### src/rtl/led_pattern_pkg.sv
// Shared mode/direction encodings and Gray-code helpers for led_pattern_gen.
// Defining LED_PATTERN_GRAY_EN turns mode 7 from HOLD into a Gray up-count.
package led_pattern_pkg;

   localparam int unsigned GRAY_MAX_W = 32;

   typedef enum logic [2:0] {
      MODE_UP     = 3'd0,
      MODE_DOWN   = 3'd1,
      MODE_SHL    = 3'd2,
      MODE_SHR    = 3'd3,
      MODE_ROL    = 3'd4,
      MODE_ROR    = 3'd5,
      MODE_BOUNCE = 3'd6,
`ifdef LED_PATTERN_GRAY_EN
      MODE_GRAY   = 3'd7
`else
      MODE_HOLD   = 3'd7
`endif
   } mode_e;

   localparam logic DIR_LEFT  = 1'b1;
   localparam logic DIR_RIGHT = 1'b0;

   function automatic logic [GRAY_MAX_W-1:0] bin2gray(input logic [GRAY_MAX_W-1:0] b);
      return b ^ (b >> 1);
   endfunction

   // Zero-extended inputs convert correctly: the leading zeros contribute nothing.
   function automatic logic [GRAY_MAX_W-1:0] gray2bin(input logic [GRAY_MAX_W-1:0] g);
      logic [GRAY_MAX_W-1:0] b;
      b = '0;
      b[GRAY_MAX_W-1] = g[GRAY_MAX_W-1];
      for (int unsigned i = 1; i < GRAY_MAX_W; i++) begin
         b[GRAY_MAX_W-1-i] = b[GRAY_MAX_W-i] ^ g[GRAY_MAX_W-1-i];
      end
      return b;
   endfunction

endpackage

### src/rtl/tick_prescaler.sv
// Enable-gated prescaler producing a registered one-cycle tick every
// CLK_HZ/STEP_HZ enabled cycles; reusable by other board demos.
module tick_prescaler #(
   parameter int unsigned CLK_HZ  = 50000000,
   parameter int unsigned STEP_HZ = 1
) (
   input  logic clk,
   input  logic reset,
   input  logic enable,
   output logic tick_o
);

   localparam int unsigned PRESCALE = (CLK_HZ / STEP_HZ < 1) ? 1 : CLK_HZ / STEP_HZ;
   localparam int unsigned CNT_W    = (PRESCALE > 1) ? $clog2(PRESCALE) : 1;
   localparam logic [CNT_W-1:0] CNT_MAX = CNT_W'(PRESCALE - 1);

   logic [CNT_W-1:0] cnt_q, cnt_d;
   logic             tick_q, tick_d;

   always_comb begin
      cnt_d  = cnt_q;
      tick_d = 1'b0;
      if (enable) begin
         if (cnt_q == CNT_MAX) begin
            cnt_d  = '0;
            tick_d = 1'b1;
         end else begin
            cnt_d = cnt_q + CNT_W'(1);
         end
      end
   end

   always_ff @(posedge clk) begin
      if (reset) begin
         cnt_q  <= '0;
         tick_q <= 1'b0;
      end else begin
         cnt_q  <= cnt_d;
         tick_q <= tick_d;
      end
   end

   assign tick_o = tick_q;

endmodule

### src/rtl/led_pattern_gen.sv
// WIDTH-bit LED pattern register stepped by a prescaler tick in one of eight modes.
// Build option LED_PATTERN_GRAY_EN: mode 7 becomes Gray up-count (WIDTH <= 32).
module led_pattern_gen
   import led_pattern_pkg::*;
#(
   parameter int unsigned WIDTH   = 8,
   parameter int unsigned CLK_HZ  = 50000000,
   parameter int unsigned STEP_HZ = 1
) (
   input  logic             clk,
   input  logic             reset,
   input  logic             enable,
   input  logic [2:0]       mode,
   input  logic             load,
   input  logic [WIDTH-1:0] parallel_in,
   output logic [WIDTH-1:0] cout,
   output logic             tick_o,
   output logic             wrap_o,
   output logic             dir_o
);

   logic             tick;
   logic [WIDTH-1:0] cout_q, cout_d, step_val;
   logic             dir_q, dir_d, step_dir;
   logic             wrap_q, wrap_d, step_wrap;
`ifdef LED_PATTERN_GRAY_EN
   logic [WIDTH-1:0] gray_bin;
`endif

   tick_prescaler #(
      .CLK_HZ  (CLK_HZ),
      .STEP_HZ (STEP_HZ)
   ) u_prescaler (
      .clk    (clk),
      .reset  (reset),
      .enable (enable),
      .tick_o (tick)
   );

   always_comb begin
      step_val  = cout_q;
      step_dir  = dir_q;
      step_wrap = 1'b0;
`ifdef LED_PATTERN_GRAY_EN
      gray_bin  = '0;
`endif
      case (mode_e'(mode))
         MODE_UP: begin
            step_val  = cout_q + WIDTH'(1);
            step_wrap = &cout_q;
         end
         MODE_DOWN: begin
            step_val  = cout_q - WIDTH'(1);
            step_wrap = (cout_q == '0);
         end
         MODE_SHL: begin
            step_val  = {cout_q[WIDTH-2:0], 1'b0};
            step_wrap = cout_q[WIDTH-1];
         end
         MODE_SHR: begin
            step_val  = {1'b0, cout_q[WIDTH-1:1]};
            step_wrap = cout_q[0];
         end
         MODE_ROL: begin
            step_val  = {cout_q[WIDTH-2:0], cout_q[WIDTH-1]};
            step_wrap = cout_q[WIDTH-1];
         end
         MODE_ROR: begin
            step_val  = {cout_q[0], cout_q[WIDTH-1:1]};
            step_wrap = cout_q[0];
         end
         MODE_BOUNCE: begin
            // An empty register is reseeded rather than bounced, so the light never dies.
            if (cout_q == '0) begin
               step_val = WIDTH'(1);
            end else if (dir_q == DIR_LEFT && cout_q[WIDTH-1]) begin
               step_dir  = DIR_RIGHT;
               step_val  = {1'b0, cout_q[WIDTH-1:1]};
               step_wrap = 1'b1;
            end else if (dir_q == DIR_RIGHT && cout_q[0]) begin
               step_dir  = DIR_LEFT;
               step_val  = {cout_q[WIDTH-2:0], 1'b0};
               step_wrap = 1'b1;
            end else if (dir_q == DIR_LEFT) begin
               step_val = {cout_q[WIDTH-2:0], 1'b0};
            end else begin
               step_val = {1'b0, cout_q[WIDTH-1:1]};
            end
         end
`ifdef LED_PATTERN_GRAY_EN
         MODE_GRAY: begin
            gray_bin  = WIDTH'(gray2bin(GRAY_MAX_W'(cout_q)));
            step_val  = WIDTH'(bin2gray(GRAY_MAX_W'(gray_bin + WIDTH'(1))));
            step_wrap = &gray_bin;
         end
`else
         MODE_HOLD: begin
            step_val = cout_q;
         end
`endif
         default: begin
            step_val = cout_q;
         end
      endcase
   end

   // The registered tick is honoured even in the cycle enable drops.
   always_comb begin
      cout_d = cout_q;
      dir_d  = dir_q;
      wrap_d = 1'b0;
      if (load) begin
         cout_d = parallel_in;
         dir_d  = DIR_LEFT;
      end else if (tick) begin
         cout_d = step_val;
         dir_d  = step_dir;
         wrap_d = step_wrap;
      end
   end

   always_ff @(posedge clk) begin
      if (reset) begin
         cout_q <= '0;
         dir_q  <= DIR_LEFT;
         wrap_q <= 1'b0;
      end else begin
         cout_q <= cout_d;
         dir_q  <= dir_d;
         wrap_q <= wrap_d;
      end
   end

   assign cout   = cout_q;
   assign tick_o = tick;
   assign wrap_o = wrap_q;
   assign dir_o  = dir_q;

endmodule

### config.mk
export PLATFORM = sky130hd
export DESIGN_NAME = led_pattern_gen
export DESIGN_NICKNAME = d
export VERILOG_FILES = /design/src/rtl/led_pattern_pkg.sv /design/src/rtl/tick_prescaler.sv /design/src/rtl/led_pattern_gen.sv
export SDC_FILE = /design/constraint.sdc
export NUM_CORES = 1
export LEC_CHECK = 0
export CAP_MARGIN = 10
export CORE_MARGIN = 8
export CORE_UTILIZATION = 55
export CTS_CLUSTER_SIZE = 14
export DETAILED_ROUTE_END_ITERATION = 7
export PLACE_DENSITY = 0.81
export SLEW_MARGIN = 20
export SYNTH_ARGS = -nofsm -noshare
export SYNTH_HDL_FRONTEND = slang
export SYNTH_SLANG_ARGS = --single-unit
### constraint.sdc
create_clock -name clk -period 2.7 [get_ports clk]
set_clock_uncertainty 0.05 [all_clocks]
set_input_delay 0.405 -clock clk [delete_from_list [all_inputs] [get_ports clk]]
set_output_delay 0.405 -clock clk [all_outputs]
set_load 0.02 [all_outputs]
==> flow_metrics.py <==
metrics = {
    "run_status": {
        "status": "finished clean",
    },
    "layout": {
        "fin_util_pct": 65.0,
        "final_nets": 343,
        "register_area_um2": 741,
        "final_cell_area_um2": 2790,
        "n_fill_cell": 376,
        "antenna_cells": 0,
        "layout-drive-gt1-share_pct": 10.4,
        "multi_input_area_um2": 1470,
        "areaGrowthSynthToFinish_pct": 15.8,
        "final_cells": 379,
    },
    "clock_network": {
        "clock_latency_ns": 0.29,
        "cts.sinks": 37,
        "h-tree-depth": 2,
        "numCtsBuffers": 5,
        "clkTransAtPathRegs_ns": 0.07,
        "post_cts_resized": 0,
        "clock_path_buffers": 2,
        "post_cts_buffers": 0,
        "cts_tree": "done",
        "clockRootBuffer": "clkbuf_8",
        "hold_buffers": 0,
    },
    "grt": {
        "grt_max_degree": 19,
        "grt_usage_pct": 19.9,
        "grt_overflow": 0,
        "antenna_found_initial": 0,
        "grt_pass1_vias": 2141,
        "grt_pass1_wl_um": 10400,
    },
    "synthesis": {
        "synthArstFlopShare_pct": 0,
        "ys_ff_latch": 37,
        "synthFlopType": "dfxtp_1",
        "syn_nets": 314,
        "synthCells": 297,
        "seq_area_frac_synth_pct": 30.7,
        "synth_top_area_share_pct": 30.7,
        "syn_area_um2": 2410,
        "yosysWarningCount": 0,
        "ys_types": 62,
        "synth_area_leaders": "dfxtp_1 31%, xor2_1 5.8%, nor2_1 5.3%",
        "synth_edf_count": 0,
        "syn_area_per_cell_um2": 8.11,
        "yosysTopAreaCell": "dfxtp_1",
    },
    "setup_path": {
        "crit_start": "mode[0]",
        "critPathKind": "in2reg",
        "arrival_ns": 2.69,
        "r2r_cells": 5,
        "r2r-end": "cout[2]",
        "endpoint": "cout[4]",
        "r2r_start": "cout[0]",
        "cp_max_fo": 2,
        "rrSetupSlack_ns": 0.59,
        "crit_path_end_kind": "register",
        "critPathRequiredTime_ns": 2.83,
        "cp-start-kind": "input pin",
    },
    "floorplan": {
        "rows": 24,
        "fp.dieW_um": 82.2,
        "core_area_um2": 4290,
        "start_util_pct": 56.1,
        "dieArea_um2": 6760,
        "die-height_um": 82.2,
        "pin_count": 26,
    },
    "sta": {
        "fin_crit_sh_pct": 95.0,
        "worst_slack_ns": 0.134,
        "hold_slack_ns": 0.475,
        "drv_slew": 0,
        "max_freq_ghz": 0.390,
        "finalHoldViolations": 0,
        "rsz0062_at_grt": "false",
        "setup_viol": 0,
        "fin_crit_ns": 2.57,
        "worstMarginPinSlew_ns": 0.544,
        "relSlewSlack_pct": 63.7,
    },
    "placement": {
        "post-place-ws_ns": -0.176,
        "dp_hpwl_um": 4480,
        "gp_congestion": 0.907,
        "numPortBuffers": 25,
        "placed_cells": 371,
        "place_area_um2": 2680,
    },
    "detailed_routing": {
        "drt-vias-per-instance": 6.27,
        "drt-pass1-iter-count": 5,
        "wl_met2_um": 2840,
        "vias": 2375,
        "initialDrtViolationCount": 213,
        "wl_met3_um": 517,
        "drc_errors": 0,
        "ant_nets": 0,
        "routedWlPerCell_um": 16.5,
        "maxUsedRoutingLayer": "met4",
        "wl_um": 6260,
        "wl_met1_um": 2720,
    },
    "worst_hold_path": {
        "hp-class": "reg2reg",
        "hp-start": "u_prescaler.cnt_q[23]",
    },
    "power_and_ir_drop": {
        "ir_drop_v": 0.000385,
        "leakage_nw": 1.03,
        "cellPowerDensity_nw_per_um2": 457,
    },
    "flow_run": {
        "cap_violations": 0,
    },
}
registers in the layout, indices dropped and copies added (netlist names):
signal and flops:
cout 8, dir_o 1, u_prescaler.cnt_q 26, u_prescaler.tick_o 1, wrap_o 1
kinds of logic after synthesis:
group,Yosys count,synth area share [%]
mux,2,0.831
flops,37,30.7
buf+inv,28,8.31
compound gates,62,17.9
xor+xnor,28,10.2
fa+ha+maj,2,1.04
simple gates,138,31.0
cell usage after synthesis, types with 6 or more instances:
library cell	n
xnor2_1	12
clkbuf_8	6
nor2_1	34
nand4_1	10
inv_1	10
nor4_1	6
dfxtp_1	37
nor3_1	11
nand3_1	14
a21oi_1	17
nand2_1	23
xor2_1	16
o21ai_0	8
area by class of cell:
type / count / area share, %
Tap cell: 52 / 2.33
Sequential cell: 37 / 26.5
Inverter: 10 / 1.34
Multi-Input combinational cell: 232 / 52.6
Clock buffer: 7 / 3.09
Timing Repair Buffer: 40 / 13.0
Clock inverter: 1 / 1.08
report_power, final:
| group | internal (mW) | leakage [nW] | switching (mW) |
|---|---|---|---|
| clock network | 0.301 | 0.0585 | 0.197 |
| logic | 0.0953 | 0.667 | 0.105 |
| registers | 0.557 | 0.300 | 0.0194 |
| total | 0.954 | 1.03 | 0.322 |
metrics by stage:
stage / total power [mW] / TNS, ns
2_1_floorplan: 0.717 / 0
3_3_place_gp: 0.783 / -0.121
3_5_place_dp: 0.786 / -0.176
4_1_cts: 1.28 / 0
5_1_grt: 1.32 / 0
6_report: 1.28 / 0
routing by layer:
layer,track usage [%],up-vias
met1,25.4,1109
met3,4.44,19
met4,10.0,0
met5,0,-
met2,30.8,110
li1,-,1137
worst min path at each step:
stage                                  to  slack (ns)  cells after the start
floorplan            u_prescaler.cnt_q[6]        0.42                      2
global placement     u_prescaler.cnt_q[6]        0.44                      2
detailed placement   u_prescaler.cnt_q[6]        0.45                      2
CTS                  u_prescaler.cnt_q[6]        0.48                      2
global route         u_prescaler.cnt_q[5]        0.50                      2
finish              u_prescaler.cnt_q[23]        0.47                      2
placed cells by master (no fill, tap or decap), types with 11 or more instances in the layout:
master	netlist	layout
dfxtp_1	37	37
xor2_1	16	16
xnor2_1	12	12
a21oi_1	17	17
nand3_1	14	14
buf_4	2	15
nor2_1	34	34
clkdlybuf4s50_1	0	25
nand2_1	23	23
nor3_1	11	11
worst max-delay path, stage by stage:
cell	delay (ns)
clkdlybuf4s50_1	0.47
or3b_2	0.46
nand2_1	0.08
nand2_1	0.05
ha_1	0.18
or4_2	0.53
mux2i_1	0.20
xor2_1	0.09
a22oi_1	0.15
a21oi_1	0.08
Note: power is estimated with default switching activity, not from simulation.
